==> config.mk <==
export PLATFORM = sky130hd
export DESIGN_NAME = cpu
export DESIGN_NICKNAME = d
export VERILOG_FILES = /design/src/rtl/cpu.sv
export SDC_FILE = /design/constraint.sdc
export NUM_CORES = 1
export LEC_CHECK = 0
export ABC_AREA = 1
export BUFFER_PORTS_ARGS = -buffer_cell sky130_fd_sc_hd__buf_2
export CORE_MARGIN = 2
export CORE_UTILIZATION = 49
export DETAILED_ROUTE_END_ITERATION = 16
export GPL_ROUTABILITY_DRIVEN = 0
export PLACE_DENSITY = 0.77
export RECOVER_POWER = 100
export SETUP_SLACK_MARGIN = 0.15
export SKIP_LAST_GASP = 1
export SLEW_MARGIN = 20
export SYNTH_ARGS = -nofsm -noshare
export SYNTH_HDL_FRONTEND = slang
export SYNTH_SLANG_ARGS = --single-unit
==> constraint.sdc <==
create_clock -name clock -period 2.9 [get_ports clock]
set_input_delay 0.145 -clock clock [delete_from_list [all_inputs] [get_ports clock]]
set_output_delay 0.145 -clock clock [all_outputs]
set_load 0.005 [all_outputs]
==> src/rtl/cpu.sv <==
// 4-bit accumulator processor: switch data word, 16-entry ALU opcode set,
// condition flag Z shown on a single LED.
module cpu (
    input  logic       clock,
    input  logic       reset,
    input  logic       SW1,
    input  logic       SW2,
    input  logic       SW3,
    input  logic       SW4,
    input  logic [3:0] operation,
    input  logic       enable,
    output logic       out
);

    localparam int unsigned DW = 4;

    localparam logic [3:0] OP_NOP  = 4'h0;
    localparam logic [3:0] OP_LOAD = 4'h1;
    localparam logic [3:0] OP_AND  = 4'h2;
    localparam logic [3:0] OP_OR   = 4'h3;
    localparam logic [3:0] OP_XOR  = 4'h4;
    localparam logic [3:0] OP_NOT  = 4'h5;
    localparam logic [3:0] OP_ADD  = 4'h6;
    localparam logic [3:0] OP_SUB  = 4'h7;
    localparam logic [3:0] OP_INC  = 4'h8;
    localparam logic [3:0] OP_DEC  = 4'h9;
    localparam logic [3:0] OP_SHL  = 4'hA;
    localparam logic [3:0] OP_SHR  = 4'hB;
    localparam logic [3:0] OP_ROL  = 4'hC;
    localparam logic [3:0] OP_EQ   = 4'hD;
    localparam logic [3:0] OP_ADC  = 4'hE;
    localparam logic [3:0] OP_CLR  = 4'hF;

    logic [DW-1:0] d;
    logic [DW-1:0] acc;
    logic          c;
    logic [DW-1:0] acc_nxt;
    logic          c_nxt;
    logic          z_nxt;
    logic [DW:0]   sum;

    assign d = {SW4, SW3, SW2, SW1};

    // ALU decode: next accumulator, carry and zero flag for the current opcode
    always_comb begin
        acc_nxt = acc;
        c_nxt   = c;
        z_nxt   = out;
        sum     = '0;
        case (operation)
            OP_NOP: begin
            end
            OP_LOAD: acc_nxt = d;
            OP_AND:  acc_nxt = acc & d;
            OP_OR:   acc_nxt = acc | d;
            OP_XOR:  acc_nxt = acc ^ d;
            OP_NOT:  acc_nxt = ~acc;
            OP_ADD: begin
                sum     = (DW+1)'(acc) + (DW+1)'(d);
                acc_nxt = sum[DW-1:0];
                c_nxt   = sum[DW];
            end
            OP_SUB: begin
                acc_nxt = acc - d;
                c_nxt   = (acc < d);
            end
            OP_INC: begin
                sum     = (DW+1)'(acc) + (DW+1)'(1);
                acc_nxt = sum[DW-1:0];
                c_nxt   = sum[DW];
            end
            OP_DEC: begin
                acc_nxt = acc - DW'(1);
                c_nxt   = (acc == '0);
            end
            OP_SHL: begin
                acc_nxt = {acc[DW-2:0], 1'b0};
                c_nxt   = acc[DW-1];
            end
            OP_SHR: begin
                acc_nxt = {1'b0, acc[DW-1:1]};
                c_nxt   = acc[0];
            end
            OP_ROL:  acc_nxt = {acc[DW-2:0], acc[DW-1]};
            OP_EQ: begin
            end
            OP_ADC: begin
                sum     = (DW+1)'(acc) + (DW+1)'(d) + (DW+1)'(c);
                acc_nxt = sum[DW-1:0];
                c_nxt   = sum[DW];
            end
            OP_CLR: begin
                acc_nxt = '0;
                c_nxt   = 1'b0;
            end
            default: begin
            end
        endcase
        // Z follows the result except for NOP (hold), EQ (compare) and CLR (forced)
        if (operation == OP_EQ) begin
            z_nxt = (acc == d);
        end else if (operation == OP_CLR) begin
            z_nxt = 1'b1;
        end else if (operation != OP_NOP) begin
            z_nxt = (acc_nxt == '0);
        end
    end

    // State update: synchronous reset wins, enable gates every register
    always_ff @(posedge clock) begin
        if (reset) begin
            acc <= '0;
            c   <= 1'b0;
            out <= 1'b0;
        end else if (enable) begin
            acc <= acc_nxt;
            c   <= c_nxt;
            out <= z_nxt;
        end
    end

endmodule

==> Yosys cells after proc, flatten, opt, wreduce, memory -nomap -nowiden <==
Index checks and enable logic that the tools add are counted.
{ "totals": {"word_cells": 41, "out_inout_bits": 1, "inputBits": 11, "reg_bits": 6} }
{ "op_classes": {"reduce_logical": 7, "add_sub_neg": 5, "mux": 5, "eq_ne": 16, "bitwise_logic": 4, "order_cmp": 1} }
{ "ops": {"columns": ["operator", "count"], "rows": [
  ["$pmux 4 s14", 1],
  ["$eq 4x4->1 const B", 8],
  ["$eq 4x3->1 const B", 4],
  ["$eq 4x2->1 const B", 2],
  ["$logic_not 4->1", 2],
  ["$pmux 1 s8", 1],
  ["$reduce_bool 8->1", 1],
  ["$add 4x1->5 const B", 1],
  ["$add 4x4->5", 1],
  ["$add 5x1->5", 1],
  ["$and 4x4->4", 1],
  ["$eq 4x1->1 const B", 1],
  ["$eq 4x4->1", 1],
  ["$lt 4x4->1", 1],
  ["$not 4->4", 1],
  ["$or 4x4->4", 1],
  ["$reduce_and 2->1", 2],
  ["$reduce_bool 4->1", 1],
  ["$sub 4x1->4 const B", 1],
  ["$sub 4x4->4", 1],
  ["$xor 4x4->4", 1],
  ["$mux 1", 3],
  ["$reduce_bool 3->1", 1]
]} }

==> Logic depth before layout (Yosys ltp) <==
{ "depth": {"ltp_word": 7, "mapped_depth": 17, "depth_no_buf": 17} }

==> Least setup slack after synthesis <==
OpenSTA, ideal clock, no wires.
{ "synth_timing": {"path_kind": "reg-to-reg", "startpoint": "register acc[1]", "endpoint": "register out", "required_ps": 2834, "setup_time_ps": 66, "setup_slack_ps": 617, "stages_incl_launch_ff": 16, "t_arrival_ps": 2217, "n_path_buf": 0, "period_less_slack_ps": 2283, "cell_sequence": "dfxtp_1 > inv_1 > fa_1 > inv_1 > ha_1 > nand2_1 > nand2_1 > nor2_1 > nand2_1 > o21ai_1 > nand2_1 > nor2_1 > nand2_1 > nand2_1 > nand2_1 > a21oi_2"} }
{ "synth_via": {"elab_chain_len": 7, "elab_cells_between_ends": 15, "cone_classes": "add/sub: 5; eq/ne: 1; mux: 4; bitwise: 4; reduce/logical: 1"} }
{ "synth_rtl": {"columns": ["element", "line", "rtl"], "rows": [
  ["start: declaration", "35", "logic [DW-1:0] acc;"],
  ["start signal: assignment", "116", "acc <= acc_nxt;"],
  ["$add 4x4->5", "59, 88", null],
  ["$add 5x1->5", "88", "sum = (DW+1)'(acc) + (DW+1)'(d) + (DW+1)'(c);"],
  ["$pmux 4 s14", "50", "case (operation)"],
  ["$logic_not 4->1", "105", "z_nxt = (acc_nxt == '0);"],
  ["$mux 1", "104", "end else if (operation != OP_NOP) begin"],
  ["$mux 1", "102", "end else if (operation == OP_CLR) begin"],
  ["$mux 1 (*)", "100", "if (operation == OP_EQ) begin"],
  ["end signal: assignment", "118", "out <= z_nxt;"],
  ["end: declaration", "12", "output logic out"]
]} }
Every way passes the cells marked *; elsewhere a longest branch is shown, timed or not. The select of a mux whose other input is x is not followed.
A chain may end at the register's enable or synchronous reset.

==> Final worst setup path <==
{ "layout_timing": {"startpoint": "register acc[0]", "endpoint": "register out"} }
Same word-level chain as after synthesis.

==> implementation parameters <==
Parameter                              Value

Status
  Result of the run ... completed

Synthesis
  Top FF cell, synth ... dfxtp_1
  Unique cell type count in the Yosys netlist ... 25
  Number of warnings issued by yosys ... 0
  Synthesized-area fraction occupied by ao, oa, aoi and oai cells ... a little over a tenth
  Number of enable-type register cells in the synthesized netlist ... 0
  Library cell occupying the most area in the post-synthesis netlist ... nand2_1
  Synth Area in Adders ... between 10% and 20%
  Async S/R FF share, synth ... 0%
  Gate count after technology mapping ... roughly 250
  Seq cells post-synth ... 6
  Main combinational cell family by area after synthesis ... simple AND/OR/NAND/NOR gates
  Most numerous cell in the Yosys netlist ... nand2_1
  Portion of synthesized cell area occupied by the leading cell type ... 22.3%
  Multiplexer share of the synthesized area ... 0%
  Syn_area_per_cell ... 5.40 µm²
  Cell area after technology mapping ... ~1400 µm²
  Sequential cell area fraction in the yosys report ... 8.82%
  Synth Net Count ... around 280
  Largest cells by area after synthesis ... nand2_1 (22%), ha_1 (16%), nand3_1 (11%)
  Post-synthesis simple-gate area fraction ... about half
  Post-synthesis xor/xnor area fraction ... around 1.3%
  Leading post-synthesis cells by instance count ... nand2_1 (81), inv_1 (35), nand3_1 (30)

STA
  Upper clock frequency limit ... 406 MHz
  Slew HR ... 72.8%
  Measured slew at the worst slew-check pin ... around 410 ps
  Number of endpoints with negative hold slack in the final report ... 0
  Final period util ... 84.9%
  Final Critical Period ... approximately 2500 ps
  Clk_skew ... approximately 0.84 ps
  Max-slew violations ... 0
  Total Negative Setup Slacks ... 0 ps
  Final setup vio count ... 0
  Setup repair after global routing missed its margin ... false
  WHS ... 118 ps

CTS
  Clock Latency Late Sink ... 240 ps
  Maximum root-to-sink buffer count ... 2
  Number of setup buffers added after CTS ... 0
  H-Tree Depth ... 1
  Count of clock tree sinks ... 6
  Clock-pin slew on the worst setup and hold paths ... approximately 40 ps
  Number of gates resized after CTS ... 0
  Number of buffers inserted for hold repair after clock tree synthesis ... 0
  Number of buffers added by the clock tree synthesis step ... 3
  Clk root buf ... clkbuf_4
  TritonCTS clock tree ... done

Setup path
  Largest delay contributor family on the critical path ... adder cells
  Highest-delay cell along the critical path ... fa_1
  Cell occurring most often along the worst timing path ... nand2_1
  Slowest Stage Delay on Critical Path ... ~480 ps
  Type of element capturing the critical path ... flop
  Arr. time, crit path ... 2640 ps
  Worst path buffer plus inverter count ... 2
  Worst setup startpoint ... acc[0]
  Critical path class ... reg -> reg
  RR Startpoint ... acc[0]
  Required time of the critical path ... about 3100 ps
  Maximum fanout along the worst path ... 7
  Cell Chain, Critical Path ... ha_1, inv_1, fa_1, inv_1, ha_1, nand2_1, nand2_1, nor2_1, nand2_1, o21ai_1, nand2_1, nor2_1, nand2_1, nand2_1, nand2_1, a21oi_1
  Startpoint class of the critical path ... flop

Floorplanning
  Y dimension of the die ... 56.7 µm
  Floorplan core area ... 2690 µm²
  Die area ... about 3200 µm²
  IO Pins ... 12
  Initial standard-cell utilization of the core ... 50.7%
  Width of the die ... 56.7 µm
  Number of rows in the core area ... 19

Drt
  Wire length per cell after detailed routing ... between 10 and 15 µm
  Routed vias ... 1666
  Routed Antenna Nets ... 0
  Number of search-and-repair iterations in the first detailed-routing pass ... 5
  Detailed Route WL ... roughly 4000 µm
  Mean number of vias per cell ... around 5.6
  Uppermost layer routed ... met4
  Drt first-iter violations ... between 100 and 150
  Metal3 WL ... between 400 and 500 µm
  Wire length the detailed router placed on met1 ... approximately 1700 µm
  Number of remaining DRC errors ... 0
  Detailed-routed wire length on met2 ... between 1500 and 2000 µm

Global route
  Pin count of the biggest net entering global routing ... 13
  Overflow left after global routing ... 0
  First-pass GRT wire length ... approximately 6600 µm
  Total global-route track usage ... a little over a quarter
  Antenna violations before repair ... 0
  Vias in the first global route ... roughly 1500

Worst hold path
  Min-Delay Startpoint ... reset
  Worst hold-check path type ... in -> reg

Flow run
  Maximum Capacitance Violations ... 0

Pwr
  Static Leakage ... ~0.00083 µW
  PD cells ... about 280 nW/µm²
  Cell-internal power ... 216 µW
  Reported net switching power ... 193 µW
  Maximum VDD drop ... between 0.2 and 0.3 mV
  Total power ... 409 µW
  Clock share of power ... ~18%
  Gate power share ... just under 60%
  Sw Share ... between 40% and 50%
  Sequential fraction of design power ... between 20% and 30%

Cells and area
  Antenna diode count ... 0
  Fraction of layout instances using a drive strength above 1 ... slightly above 10%
  Number of nets in the finished design ... 298
  Growth of design area from synthesis to finish ... 9.10%
  Number of filler cells placed in the layout ... approximately 280

Place
  Number of port buffers ... 11
  Placed wire-length estimate after detailed placement ... ~3200 µm
-- path summary, 6_finish.rpt --
path | endpoint | slack, ps | cells after the start
max | out | 440 | 16
min | out | 120 | 2
max reg2reg | out | 440 | 16
min reg2reg | out | 460 | 2
-- per-layer routing --
layer / track usage (%) / vias to the layer above
met2: 40.2 / 93
li1: - / 830
met3: 4.15 / 10
met5: 0 / -
met4: 10.2 / 0
met1: 36.8 / 733
-- metrics by stage --
step,instance area [µm²],setup slack [ps],util (%),cells
6_report,1490,437,55.3,297
5_1_grt,1490,144,55.3,297
4_1_cts,1490,452,55.5,297
3_5_place_dp,1470,470,54.6,294
3_3_place_gp,1470,548,54.6,294
2_1_floorplan,1360,617,-,252
-- cells by family after synthesis --
kind of cell	count (synthesis)
flip-flops	6
buffers and inverters	43
XOR/XNOR	2
AND/OR/NAND/NOR	155
AO/OA/AOI/OAI	27
adder cells (fa/ha/maj)	19
-- state kept, by name, indices dropped and copies added, names as in the netlist --
name and flops:
c 1, out 1, acc 4
-- power groups by stage --
stage / clock network (µW) / logic (µW) / registers, µW
floorplan: 0 / 164 / 98.8
global placement: 0 / 231 / 96.4
detailed placement: 0 / 233 / 96.7
CTS: 79.7 / 234 / 95.2
global route: 82.9 / 270 / 96.4
finish: 74.8 / 239 / 95.3
-- cell type report --
class | count | area, µm² | share of cell area [%]
Multi-Input combinational cell | 203 | 1070 | 72.3
Inverter | 39 | 146 | 9.86
Sequential cell | 6 | 120 | 8.09
Timing Repair Buffer | 15 | 83.8 | 5.64
Tap cell | 31 | 38.8 | 2.61
Clock buffer | 3 | 22.5 | 1.52
-- cell usage in the layout, fill, tap and decap left out --
master     synthesis  routed
a21oi_1            9      10
a31oi_1            1       1
buf_2              2      10
buf_4              0       4
clkbuf_1           2       1
clkbuf_4           0       3
clkinv_1           1       1
dfxtp_1            6       6
fa_1               2       2
ha_1              17      17
inv_1             35      35
inv_2              3       3
nand2_1           81      81
nand2_2            3       3
nand3_1           30      30
nand3b_1           3       3
nand4_1            3       3
nor2_1            29      29
nor2_2             3       3
nor3_1             2       2
o2111ai_1          1       1
o211ai_1           2       2
o21ai_0           11      12
o21ai_1            2       1
or2_2              1       1
xor2_1             2       2
No activity file was read; power rests on OpenSTA's default activity.
